`src/rtl/bexkat1_pkg.sv`:
```
// Shared bexkat1 definitions: arbiter grant states and bus arbitration defaults.
package bexkat1_pkg;

  localparam int REQ_MAX_DEFAULT = 8;

  // Encoded so the state value doubles as the one-hot grant vector.
  typedef enum logic [1:0] {
    ARB_IDLE = 2'b00,
    ARB_G0   = 2'b01,
    ARB_G1   = 2'b10
  } arb_state_e;

  function automatic int cnt_width(input int req_max);
    return $clog2(req_max + 1);
  endfunction

endpackage

```
`src/rtl/if_wb.sv`:
```
// Pipelined Wishbone signal bundle shared by masters and slaves.
interface if_wb;
  logic [31:0] adr;
  logic        cyc;
  logic        stb;
  logic        we;
  logic [3:0]  sel;
  logic [31:0] dat_m;
  logic [31:0] dat_s;
  logic        ack;
  logic        stall;

  modport master (output adr, cyc, stb, we, sel, dat_m, input dat_s, ack, stall);
  modport slave  (input adr, cyc, stb, we, sel, dat_m, output dat_s, ack, stall);
endinterface

```
`src/rtl/wb_req_counter.sv`:
```
// Outstanding-request counter: counts accepted but not yet acknowledged strobes.
module wb_req_counter
  import bexkat1_pkg::*;
#(
  parameter int REQ_MAX = REQ_MAX_DEFAULT,
  parameter int CW      = cnt_width(REQ_MAX)
) (
  input  logic          clk_i,
  input  logic          rst_i,
  input  logic          inc,
  input  logic          dec,
  input  logic          clr,
  output logic [CW-1:0] count,
  output logic          sat
);

  logic [CW-1:0] count_r;

  assign count = count_r;
  assign sat   = (count_r == CW'(REQ_MAX));

  // Simultaneous inc and dec cancel; clear wins over both.
  always_ff @(posedge clk_i or negedge rst_i) begin
    if (!rst_i) begin
      count_r <= {CW{1'b0}};
    end else if (clr) begin
      count_r <= {CW{1'b0}};
    end else if (inc && !dec && !sat) begin
      count_r <= count_r + CW'(1);
    end else if (dec && !inc && (count_r != {CW{1'b0}})) begin
      count_r <= count_r - CW'(1);
    end else begin
      count_r <= count_r;
    end
  end

endmodule

```
`src/rtl/wb_arb2.sv`:
```
// Two-master pipelined Wishbone arbiter with non-preemptive grants and
// outstanding-request throttling.
module wb_arb2
  import bexkat1_pkg::*;
#(
  parameter int REQ_MAX   = REQ_MAX_DEFAULT,
  parameter int FIXED_PRI = 0
) (
  input  logic       clk_i,
  input  logic       rst_i,
  if_wb.slave        m0,
  if_wb.slave        m1,
  if_wb.master       s,
  output logic [1:0] grant,
  output logic       err
);

  localparam int CW = cnt_width(REQ_MAX);

  arb_state_e    state_r, state_s, tie_s;
  logic          last_r, last_s;
  logic          err_r;
  logic          abort_s;
  logic          accept_s;
  logic          ack_ok_s;
  logic          stray_s;
  logic          owner_stb_s;
  logic          sat_s;
  logic [CW-1:0] cnt_s;

  wb_req_counter #(.REQ_MAX(REQ_MAX), .CW(CW)) u_cnt (
    .clk_i (clk_i),
    .rst_i (rst_i),
    .inc   (accept_s),
    .dec   (ack_ok_s),
    .clr   (abort_s),
    .count (cnt_s),
    .sat   (sat_s)
  );

  // last_r holds the most recently released owner; the other one wins a tie.
  assign tie_s = ((FIXED_PRI != 0) || !last_r) ? ARB_G1 : ARB_G0;

  assign owner_stb_s = ((state_r == ARB_G0) && m0.stb) || ((state_r == ARB_G1) && m1.stb);
  assign accept_s    = owner_stb_s && !sat_s && !s.stall;
  // An ack is only legitimate when something is outstanding or being accepted now.
  assign ack_ok_s    = s.ack && ((cnt_s != {CW{1'b0}}) || accept_s);
  assign stray_s     = s.ack && !ack_ok_s;

  assign grant = state_r;
  assign err   = err_r;

  // Next-state arbitration and release handling.
  always_comb begin
    state_s = state_r;
    last_s  = last_r;
    abort_s = 1'b0;
    case (state_r)
      ARB_IDLE: begin
        if (m0.cyc && m1.cyc) begin
          state_s = tie_s;
        end else if (m0.cyc) begin
          state_s = ARB_G0;
        end else if (m1.cyc) begin
          state_s = ARB_G1;
        end else begin
          state_s = ARB_IDLE;
        end
      end
      ARB_G0: begin
        if (!m0.cyc) begin
          abort_s = (cnt_s != {CW{1'b0}});
          last_s  = 1'b0;
          state_s = m1.cyc ? ARB_G1 : ARB_IDLE;
        end else begin
          state_s = ARB_G0;
        end
      end
      ARB_G1: begin
        if (!m1.cyc) begin
          abort_s = (cnt_s != {CW{1'b0}});
          last_s  = 1'b1;
          state_s = m0.cyc ? ARB_G0 : ARB_IDLE;
        end else begin
          state_s = ARB_G1;
        end
      end
      default: begin
        state_s = ARB_IDLE;
      end
    endcase
  end

  // Bus routing: the owner sees the target, the other master is held off.
  always_comb begin
    s.adr    = 32'h0;
    s.cyc    = 1'b0;
    s.stb    = 1'b0;
    s.we     = 1'b0;
    s.sel    = 4'h0;
    s.dat_m  = 32'h0;
    m0.stall = 1'b1;
    m1.stall = 1'b1;
    m0.ack   = 1'b0;
    m1.ack   = 1'b0;
    m0.dat_s = 32'h0;
    m1.dat_s = 32'h0;
    case (state_r)
      ARB_G0: begin
        s.adr    = m0.adr;
        s.cyc    = m0.cyc;
        s.stb    = m0.stb && !sat_s;
        s.we     = m0.we;
        s.sel    = m0.sel;
        s.dat_m  = m0.dat_m;
        m0.stall = s.stall || sat_s;
        m0.ack   = ack_ok_s;
        m0.dat_s = s.dat_s;
      end
      ARB_G1: begin
        s.adr    = m1.adr;
        s.cyc    = m1.cyc;
        s.stb    = m1.stb && !sat_s;
        s.we     = m1.we;
        s.sel    = m1.sel;
        s.dat_m  = m1.dat_m;
        m1.stall = s.stall || sat_s;
        m1.ack   = ack_ok_s;
        m1.dat_s = s.dat_s;
      end
      default: begin
        s.cyc = 1'b0;
      end
    endcase
  end

  // State, tie history and the registered error pulse.
  always_ff @(posedge clk_i or negedge rst_i) begin
    if (!rst_i) begin
      state_r <= ARB_IDLE;
      last_r  <= 1'b1;
      err_r   <= 1'b0;
    end else begin
      state_r <= state_s;
      last_r  <= last_s;
      err_r   <= abort_s || stray_s;
    end
  end

endmodule

```
`src/flat_wrapper.sv`:
```
// flat-port wrapper written by rule: the top's interface ports become plain ports
module wb_arb2_flat import bexkat1_pkg::*;
#(
  parameter int REQ_MAX   = REQ_MAX_DEFAULT,
  parameter int FIXED_PRI = 0
)
  (clk_i, rst_i, grant, err, m0_adr, m0_cyc, m0_stb, m0_we, m0_sel, m0_dat_m, m0_dat_s, m0_ack, m0_stall, m1_adr, m1_cyc, m1_stb, m1_we, m1_sel, m1_dat_m, m1_dat_s, m1_ack, m1_stall, s_adr, s_cyc, s_stb, s_we, s_sel, s_dat_m, s_dat_s, s_ack, s_stall);
  if_wb m0_i ();
  if_wb m1_i ();
  if_wb s_i ();
  input  logic clk_i;
  input  logic rst_i;
  output logic [1:0] grant;
  output logic err;
  input wire logic [$bits(m0_i.adr)-1:0] m0_adr;
  input wire logic [$bits(m0_i.cyc)-1:0] m0_cyc;
  input wire logic [$bits(m0_i.stb)-1:0] m0_stb;
  input wire logic [$bits(m0_i.we)-1:0] m0_we;
  input wire logic [$bits(m0_i.sel)-1:0] m0_sel;
  input wire logic [$bits(m0_i.dat_m)-1:0] m0_dat_m;
  output wire logic [$bits(m0_i.dat_s)-1:0] m0_dat_s;
  output wire logic [$bits(m0_i.ack)-1:0] m0_ack;
  output wire logic [$bits(m0_i.stall)-1:0] m0_stall;
  input wire logic [$bits(m1_i.adr)-1:0] m1_adr;
  input wire logic [$bits(m1_i.cyc)-1:0] m1_cyc;
  input wire logic [$bits(m1_i.stb)-1:0] m1_stb;
  input wire logic [$bits(m1_i.we)-1:0] m1_we;
  input wire logic [$bits(m1_i.sel)-1:0] m1_sel;
  input wire logic [$bits(m1_i.dat_m)-1:0] m1_dat_m;
  output wire logic [$bits(m1_i.dat_s)-1:0] m1_dat_s;
  output wire logic [$bits(m1_i.ack)-1:0] m1_ack;
  output wire logic [$bits(m1_i.stall)-1:0] m1_stall;
  output wire logic [$bits(s_i.adr)-1:0] s_adr;
  output wire logic [$bits(s_i.cyc)-1:0] s_cyc;
  output wire logic [$bits(s_i.stb)-1:0] s_stb;
  output wire logic [$bits(s_i.we)-1:0] s_we;
  output wire logic [$bits(s_i.sel)-1:0] s_sel;
  output wire logic [$bits(s_i.dat_m)-1:0] s_dat_m;
  input wire logic [$bits(s_i.dat_s)-1:0] s_dat_s;
  input wire logic [$bits(s_i.ack)-1:0] s_ack;
  input wire logic [$bits(s_i.stall)-1:0] s_stall;
  assign m0_i.adr = m0_adr;
  assign m0_i.cyc = m0_cyc;
  assign m0_i.stb = m0_stb;
  assign m0_i.we = m0_we;
  assign m0_i.sel = m0_sel;
  assign m0_i.dat_m = m0_dat_m;
  assign m0_dat_s = m0_i.dat_s;
  assign m0_ack = m0_i.ack;
  assign m0_stall = m0_i.stall;
  assign m1_i.adr = m1_adr;
  assign m1_i.cyc = m1_cyc;
  assign m1_i.stb = m1_stb;
  assign m1_i.we = m1_we;
  assign m1_i.sel = m1_sel;
  assign m1_i.dat_m = m1_dat_m;
  assign m1_dat_s = m1_i.dat_s;
  assign m1_ack = m1_i.ack;
  assign m1_stall = m1_i.stall;
  assign s_adr = s_i.adr;
  assign s_cyc = s_i.cyc;
  assign s_stb = s_i.stb;
  assign s_we = s_i.we;
  assign s_sel = s_i.sel;
  assign s_dat_m = s_i.dat_m;
  assign s_i.dat_s = s_dat_s;
  assign s_i.ack = s_ack;
  assign s_i.stall = s_stall;
  wb_arb2 #(.REQ_MAX(REQ_MAX), .FIXED_PRI(FIXED_PRI)) u_core (.clk_i(clk_i), .rst_i(rst_i), .m0(m0_i), .m1(m1_i), .s(s_i), .grant(grant), .err(err));
endmodule
```
`config.mk`:
```
export PLATFORM = sky130hd
export DESIGN_NAME = wb_arb2_flat
export DESIGN_NICKNAME = d
export VERILOG_FILES = /design/src/rtl/bexkat1_pkg.sv /design/src/rtl/if_wb.sv /design/src/rtl/wb_req_counter.sv /design/src/rtl/wb_arb2.sv /design/src/flat_wrapper.sv
export SDC_FILE = /design/constraint.sdc
export NUM_CORES = 1
export LEC_CHECK = 0
export ABC_AREA = 1
export CAP_MARGIN = 20
export CORE_AREA = 4 4 122 124
export DETAILED_ROUTE_END_ITERATION = 8
export DIE_AREA = 0 0 126 128
export GPL_ROUTABILITY_DRIVEN = 0
export PLACE_DENSITY = 0.59
export SLEW_MARGIN = 20
export SYNTH_ARGS = -nofsm -noshare
export SYNTH_HDL_FRONTEND = slang
export SYNTH_SLANG_ARGS = --single-unit
```
`constraint.sdc`:
```
create_clock -name clk_i -period 2.12 [get_ports clk_i]
set_clock_uncertainty 0.2 [all_clocks]
set_input_delay 0.318 -clock clk_i [delete_from_list [all_inputs] [get_ports clk_i]]
set_output_delay 0.318 -clock clk_i [all_outputs]
set_load 0.03 [all_outputs]
```
==> run metrics, run 1 <==
Slew Viols, Final=0; Area Overhead vs Synth=235%; Syn Inst Count=460; Die Y=128 um; Die ar.=16100 um2; initial DRC count=129; Critical Path Fanout Max=8; number of global-route vias before repair=4107; initial antenna violation count=0; CP max-delay cell=dfrtp_2; clock sink total=8; row count=43; Final Hold Viols=0; Core Box Area=13800 um2; max-cap violation count=0; DR vias/cell=4.31; drt drc=0; wl on met1=6500 um; Max transition margin=73.9%; Comb power frac=94.1%; total congestion overflow=0; Worst Setup Path Type=reg2out; die extent in x=126 um; initial cell density of the core=16.2%; min Tclk post-route=2.21 ns; vias=4290; syn_nets=645; Static Leakage=3.50 nW; CTS tree=yes; failing checks=negative setup slack; largest stage delay on the critical path=0.43 ns; Min-Delay Path Class=in2async; Net Sw Frac=52.1%; Sequential Power Share=2.9%; Setup-failing EPs final=105; Clock Power Share=2.9%; Post-DP Area=5680 um2; area leader, netlist=nand2_1; count leader, synth=nand2_1; Final Cycle Share=104%; first-pass GRT wire length=22000 um; clk buf depth=2; DRT Pass-1 Iters=4; n_diodes=0; Post-synth EDFFs=0; CTS clock-pin slew for the worst setup and hold paths=0.04 ns; final instance area=7440 um2; cts bufs inserted=3; Syn Area/Cell=4.84 um2; clk_lat worst skew=0.23 ns; Critical Path Source Type=flip-flop; peak supply drop=0.000689 V; commonest cells in the netlist=nand2_1 (229), inv_1 (76), a21oi_1 (73); critical path capture point type=output pin; Cell Chain, Critical Path=inv_4 -> ha_4 -> buf_12 -> buf_12 -> buf_12 -> buf_16 -> nand2_1 -> inv_1 -> buf_6; FFs w/ async S/R, synth=100%; largest net degree at the start of global routing=38; Int Power=5.40 mW; overall routing resource usage=16.8%; fillers=1292; fin nets=1001; Crit path max-delay family=buffers and inverters; R2R cell count=14; Netlist cell types=29; register bit total from synthesis=8; synthesized area=2220 um2; sequential cell area fraction in the yosys report=9.06%; Routed met2 length=9640 um; fmax=452 MHz; number of port buffers=319; Hold WS=0.176 ns; IO Pins=320; fraction of layout cells with a size suffix above 1=44.0%; Worst Path Arrival=1.69 ns; root buffer cell=clkbuf_16; Power per Cell Area=1510 nW/um2; Slew @ Worst Pin=0.390 ns; Yosys warning count=0; status=complete, but fails checks; H-Tree Depth=1; Routed Antenna Nets=0; length of routed met3 wiring=1400 um; CP required=1.60 ns; DP Wirelength=11400 um; Final Worst Setup Slack=-0.0930 ns; mean routed wirelength per cell=18.0 um; Crit path buffers/inverters=7; setup_tns=-3.34 ns; Top FF cell, synth=dfrtp_1; Area contributors post-synth=nand2_1 (39%), a21oi_1 (16%), inv_1 (13%); total wire length=17900 um; max layer used=met4; RSZ-0062 raised after global routing=yes; top cell type's share of synthesized area=38.6%; Critical Path Most Common Cell=buf_12; placed insts=946; Layout Cells excl Fill=995; Crit path depth=9; sw power=5.88 mW
==> worst paths after layout <==
kind / from / to / slack, ns
max: u_core.grant[1] / m0_dat_s[16] / -0.09
min: rst_i / u_core.u_cnt.count[2] / 0.18
max reg2reg: u_core.grant[0] / u_core.u_cnt.count[3] / -0.04
min reg2reg: u_core.last_r / u_core.grant[0] / 0.36
max in group asynchronous: rst_i / u_core.last_r / 1.23
min in group clk_i: u_core.last_r / u_core.grant[0] / 0.36
==> power by group through the flow <==
stage               Combinational (mW)  Sequential, mW  Clock (mW)
detailed placement                6.94           0.331           0
CTS                               8.35           0.323       0.339
floorplan                         4.28           0.362           0
global route                      11.2           0.347       0.343
finish                            10.6           0.332       0.329
global placement                  6.88           0.325           0
==> state kept, by name (all words and copies together) (netlist names) <==
register and cells:
u_core.err 1, u_core.grant 2, u_core.last_r 1, u_core.u_cnt.count 4
==> cells in the final DEF (no fill, tap or decap), types with 5 or more instances in the layout <==
cell	n
buf_16	9
nand3_1	6
clkbuf_16	15
clkdlybuf4s50_1	180
buf_6	131
a21oi_2	61
nand2_1	194
nand2_2	19
buf_12	17
buf_4	31
a21oi_4	8
inv_1	57
nand2_4	21
inv_2	17
ha_4	5
==> per-layer routing <==
layer  global-route usage, %  vias up
li1                        -     2108
met1                    19.2     1949
met2                    31.8      207
met3                    4.38       26
met4                    3.03        0
met5                       0        -
==> kinds of logic after synthesis <==
group	share of synthesized area, %
fa+ha+maj	4.27
flops	9.06
simple gates	47.8
compound gates	18.8
buf+inv	19.6
xor+xnor	0.394
==> area by class of cell <==
cell class	count	area, um2	share of cell area (%)
clock buffers	4	78.8	1.06
inverters	78	313	4.20
multi-input cells	343	2200	29.5
flip-flops and latches	8	205	2.76
well taps	180	225	3.03
repair buffers	381	4410	59.3
repair inverters	1	11.3	0.151
==> per-stage QoR <==
stage	setup slack, ns	power, mW	util, %
after floorplan	-0.0914	4.64	-
after global placement	-0.0904	7.21	41.2
after detailed placement	-0.149	7.27	41.2
after CTS	-0.0686	9.02	46.5
after global routing	-0.159	11.9	54.0
final	-0.0930	11.3	54.0
==> what timing repair did <==
action / 4_1_cts / 5_1_grt
setup endpoints to repair: 103 / 119
pin swaps: 24 / 32
hold buffers: 0 / 0
setup buffers: 6 / 13
cloned: 7 / 20
gates resized for setup: 100 / 158
Note: power is estimated with default switching activity, not from simulation.
==> run 2, diff against run 1 <==
--- a/config.mk
+++ b/config.mk
@@ -6,12 +6,13 @@
 export NUM_CORES = 1
 export LEC_CHECK = 0
 export ABC_AREA = 1
+export ABC_CLOCK_PERIOD_IN_PS = 2120
 export CAP_MARGIN = 20
-export CORE_AREA = 4 4 122 124
+export CORE_AREA = 2 2 124 126
 export DETAILED_ROUTE_END_ITERATION = 8
 export DIE_AREA = 0 0 126 128
 export GPL_ROUTABILITY_DRIVEN = 0
-export PLACE_DENSITY = 0.59
+export PLACE_DENSITY = 0.56
 export SLEW_MARGIN = 20
 export SYNTH_ARGS = -nofsm -noshare
 export SYNTH_HDL_FRONTEND = slang
==> run 2 against run 1 <==
Compared with the run above: the flow still finishes with violations (negative setup slack); first-iteration DRC count increased by 53%; largest power group unchanged; utilization decreased by 8.5 points; cell count decreased by 1.0%.
==> run metrics, run 2 (same netlist as run 1, synthesis figures left out) <==
status=complete, but fails checks; failing checks=negative setup slack; fraction of layout cells with a size suffix above 1=39.3% (-4.8 points); commonest cells after routing, fill and taps aside=nand2_1 (206), clkdlybuf4s50_1 (180), buf_4 (90); Power per Cell Area=1430 nW/um2 (-5.8%); overall routing resource usage=15.1% (-1.7 points); Setup-failing EPs final=82 (-22%); IO Pins=320 (unchanged); CTS clock-pin slew for the worst setup and hold paths=0.04 ns (about the same); fmax=448 MHz (-0.83%); DP Wirelength=10400 um (-8.9%); Cell Chain, Critical Path=buf_12 -> ha_4 -> nand2_4 -> nand2_4 -> buf_6 -> nand3_4 -> nand3_4 -> nand2_4 -> nor2_4 -> buf_6; Die Y=128 um (unchanged); Critical Path Most Common Cell=nand2_4; cts bufs inserted=3 (unchanged); Min-Delay Path Class=in2async; RSZ-0062 raised after global routing=yes; CP required=1.60 ns (about the same); largest stage delay on the critical path=0.43 ns (about the same); Max transition margin=73.1% (-0.83 points); number of port buffers=319 (unchanged); Critical Path Source Type=flip-flop; drt drc=0 (unchanged); die extent in x=126 um (unchanged); Worst Setup Path Type=reg2out; CTS tree=yes; Static Leakage=3.26 nW (-6.8%); Final Hold Viols=0 (unchanged); DR vias/cell=4.23 (-2.0%); total congestion overflow=0 (unchanged); max-cap violation count=0 (unchanged); Slew @ Worst Pin=0.402 ns (+0.0124 ns); FF-to-FF setup slack=-0.06 ns (-0.02 ns); initial antenna violation count=0 (unchanged); Final Cycle Share=105% (+0.87 points); max reg flops=4 (unchanged); most common cell after layout, fill and taps aside=nand2_1; Hold WS=0.177 ns (+0.000289 ns); largest net degree at the start of global routing=58 (+53%); Worst Path Arrival=1.71 ns (+0.02 ns); Most Crowded Layer GR=met2; Post-DP Area=5710 um2 (+0.62%); Slew Viols, Final=0 (unchanged); Area Overhead vs Synth=204%; initial cell density of the core=15.0% (-1.2 points); Crit path max-delay family=simple AND/OR/NAND/NOR gates; CP max-delay cell=dfrtp_2; Final Worst Setup Slack=-0.111 ns (-0.0185 ns); clk_lat worst skew=0.24 ns (about the same); clk buf depth=2 (unchanged); number of global-route vias before repair=3858 (-6.1%); DRT Pass-1 Iters=4 (unchanged); n_diodes=0 (unchanged); GR Layer Usage met1=17.8% (-1.4 points); final instance area=6770 um2 (-9.1%); Routed Antenna Nets=0 (unchanged); Crit path buffers/inverters=3 (-4); peak supply drop=0.000566 V (-18%); first-pass GRT wire length=20100 um (-8.8%); initial DRC count=197 (+53%); Hold-fix buffers, CTS=0 (unchanged); Critical Path Fanout Max=5 (-3); GR Util met3=2.88% (-1.5 points); H-Tree Depth=1 (unchanged); vias=4162 (-3.0%); fin nets=983 (-1.8%); critical path capture point type=output pin; mean routed wirelength per cell=15.3 um (-15%); min Tclk post-route=2.23 ns (+0.0185 ns); met2 usage=29.2% (-2.6 points); Core Box Area=14900 um2 (+7.9%); total wire length=15100 um (-16%); clock sink total=8 (unchanged); root buffer cell=clkbuf_16; Power, Total=9.65 mW (-14%); row count=45 (+4.7%); Die ar.=16100 um2 (unchanged)
## run 2: changes by cell type in the layout (fill, tap and decap cells not counted), moves of 5 or more
cell / previous run / this run
clkbuf_16: 15 / 8
nand2_4: 21 / 15
inv_2: 17 / 2
nand2_2: 19 / 14
nand2_1: 194 / 206
inv_1: 57 / 73
buf_12: 17 / 12
buf_4: 31 / 90
buf_6: 131 / 68
## run 2: power by group
part           total [mW]  leakage, nW  switching (mW)  internal, mW
Combinational        8.98         3.13            5.12          3.85
Sequential          0.335       0.0965          0.0985         0.237
Clock               0.338       0.0382          0.0859         0.252
Total                9.65         3.26            5.31          4.34
## run 2: worst reg2reg max path, cell delays in order (launching register included)
cell	delay, ns
dfrtp_2	0.43
buf_12	0.14
ha_4	0.18
nand2_4	0.08
nand2_4	0.07
buf_6	0.12
nand3_4	0.09
nand3_4	0.09
buf_4	0.15
buf_6	0.10
buf_4	0.12
buf_4	0.12
buf_4	0.12
o21ai_2	0.10
## run 2: through the flow
stage	worst slack [ns]	utilization (%)	std cells	TNS, ns
3_3_place_gp	-0.136	38.4	954	-0.278
5_1_grt	-0.179	45.5	985	-10.51
3_5_place_dp	-0.205	38.4	954	-0.474
6_report	-0.111	45.5	985	-3.84
4_1_cts	-0.107	42.4	970	-3.54
2_1_floorplan	-0.0914	-	460	-0.973
## run 2: final timing paths
check,startpoint,endpoint,cells past startpoint
setup reg to reg,u_core.grant[0],u_core.err,13
setup / recovery,u_core.grant[0],m0_ack,10
hold reg to reg,u_core.last_r,u_core.grant[0],2
max in group asynchronous,rst_i,u_core.last_r,1
hold / removal,rst_i,u_core.u_cnt.count[2],1
min in group clk_i,u_core.last_r,u_core.grant[0],2
## run 2: final cells by class
class / count / area, um2
Clock buffer: 4 / 78.8
Fill cell: 1490 / 8100
Inverter: 78 / 310
Multi-Input combinational cell: 343 / 2100
Sequential cell: 8 / 204
Tap cell: 188 / 235
Timing Repair Buffer: 364 / 3840
## run 2: per-layer routing
metal | up-vias | share of wire (%)
li1 | 2063 | -
met1 | 1908 | 40
met2 | 177 | 53
met3 | 14 | 6.0
met4 | 0 | 1.5
met5 | - | 0
## run 2: repair_timing
item,4_1_cts,5_1_grt
cloned,4,8
endpoints found under the hold margin,0,0
setup endpoints to repair,77,130
pin swaps,12,36
gates resized for setup,84,61
buffers inserted,8,7
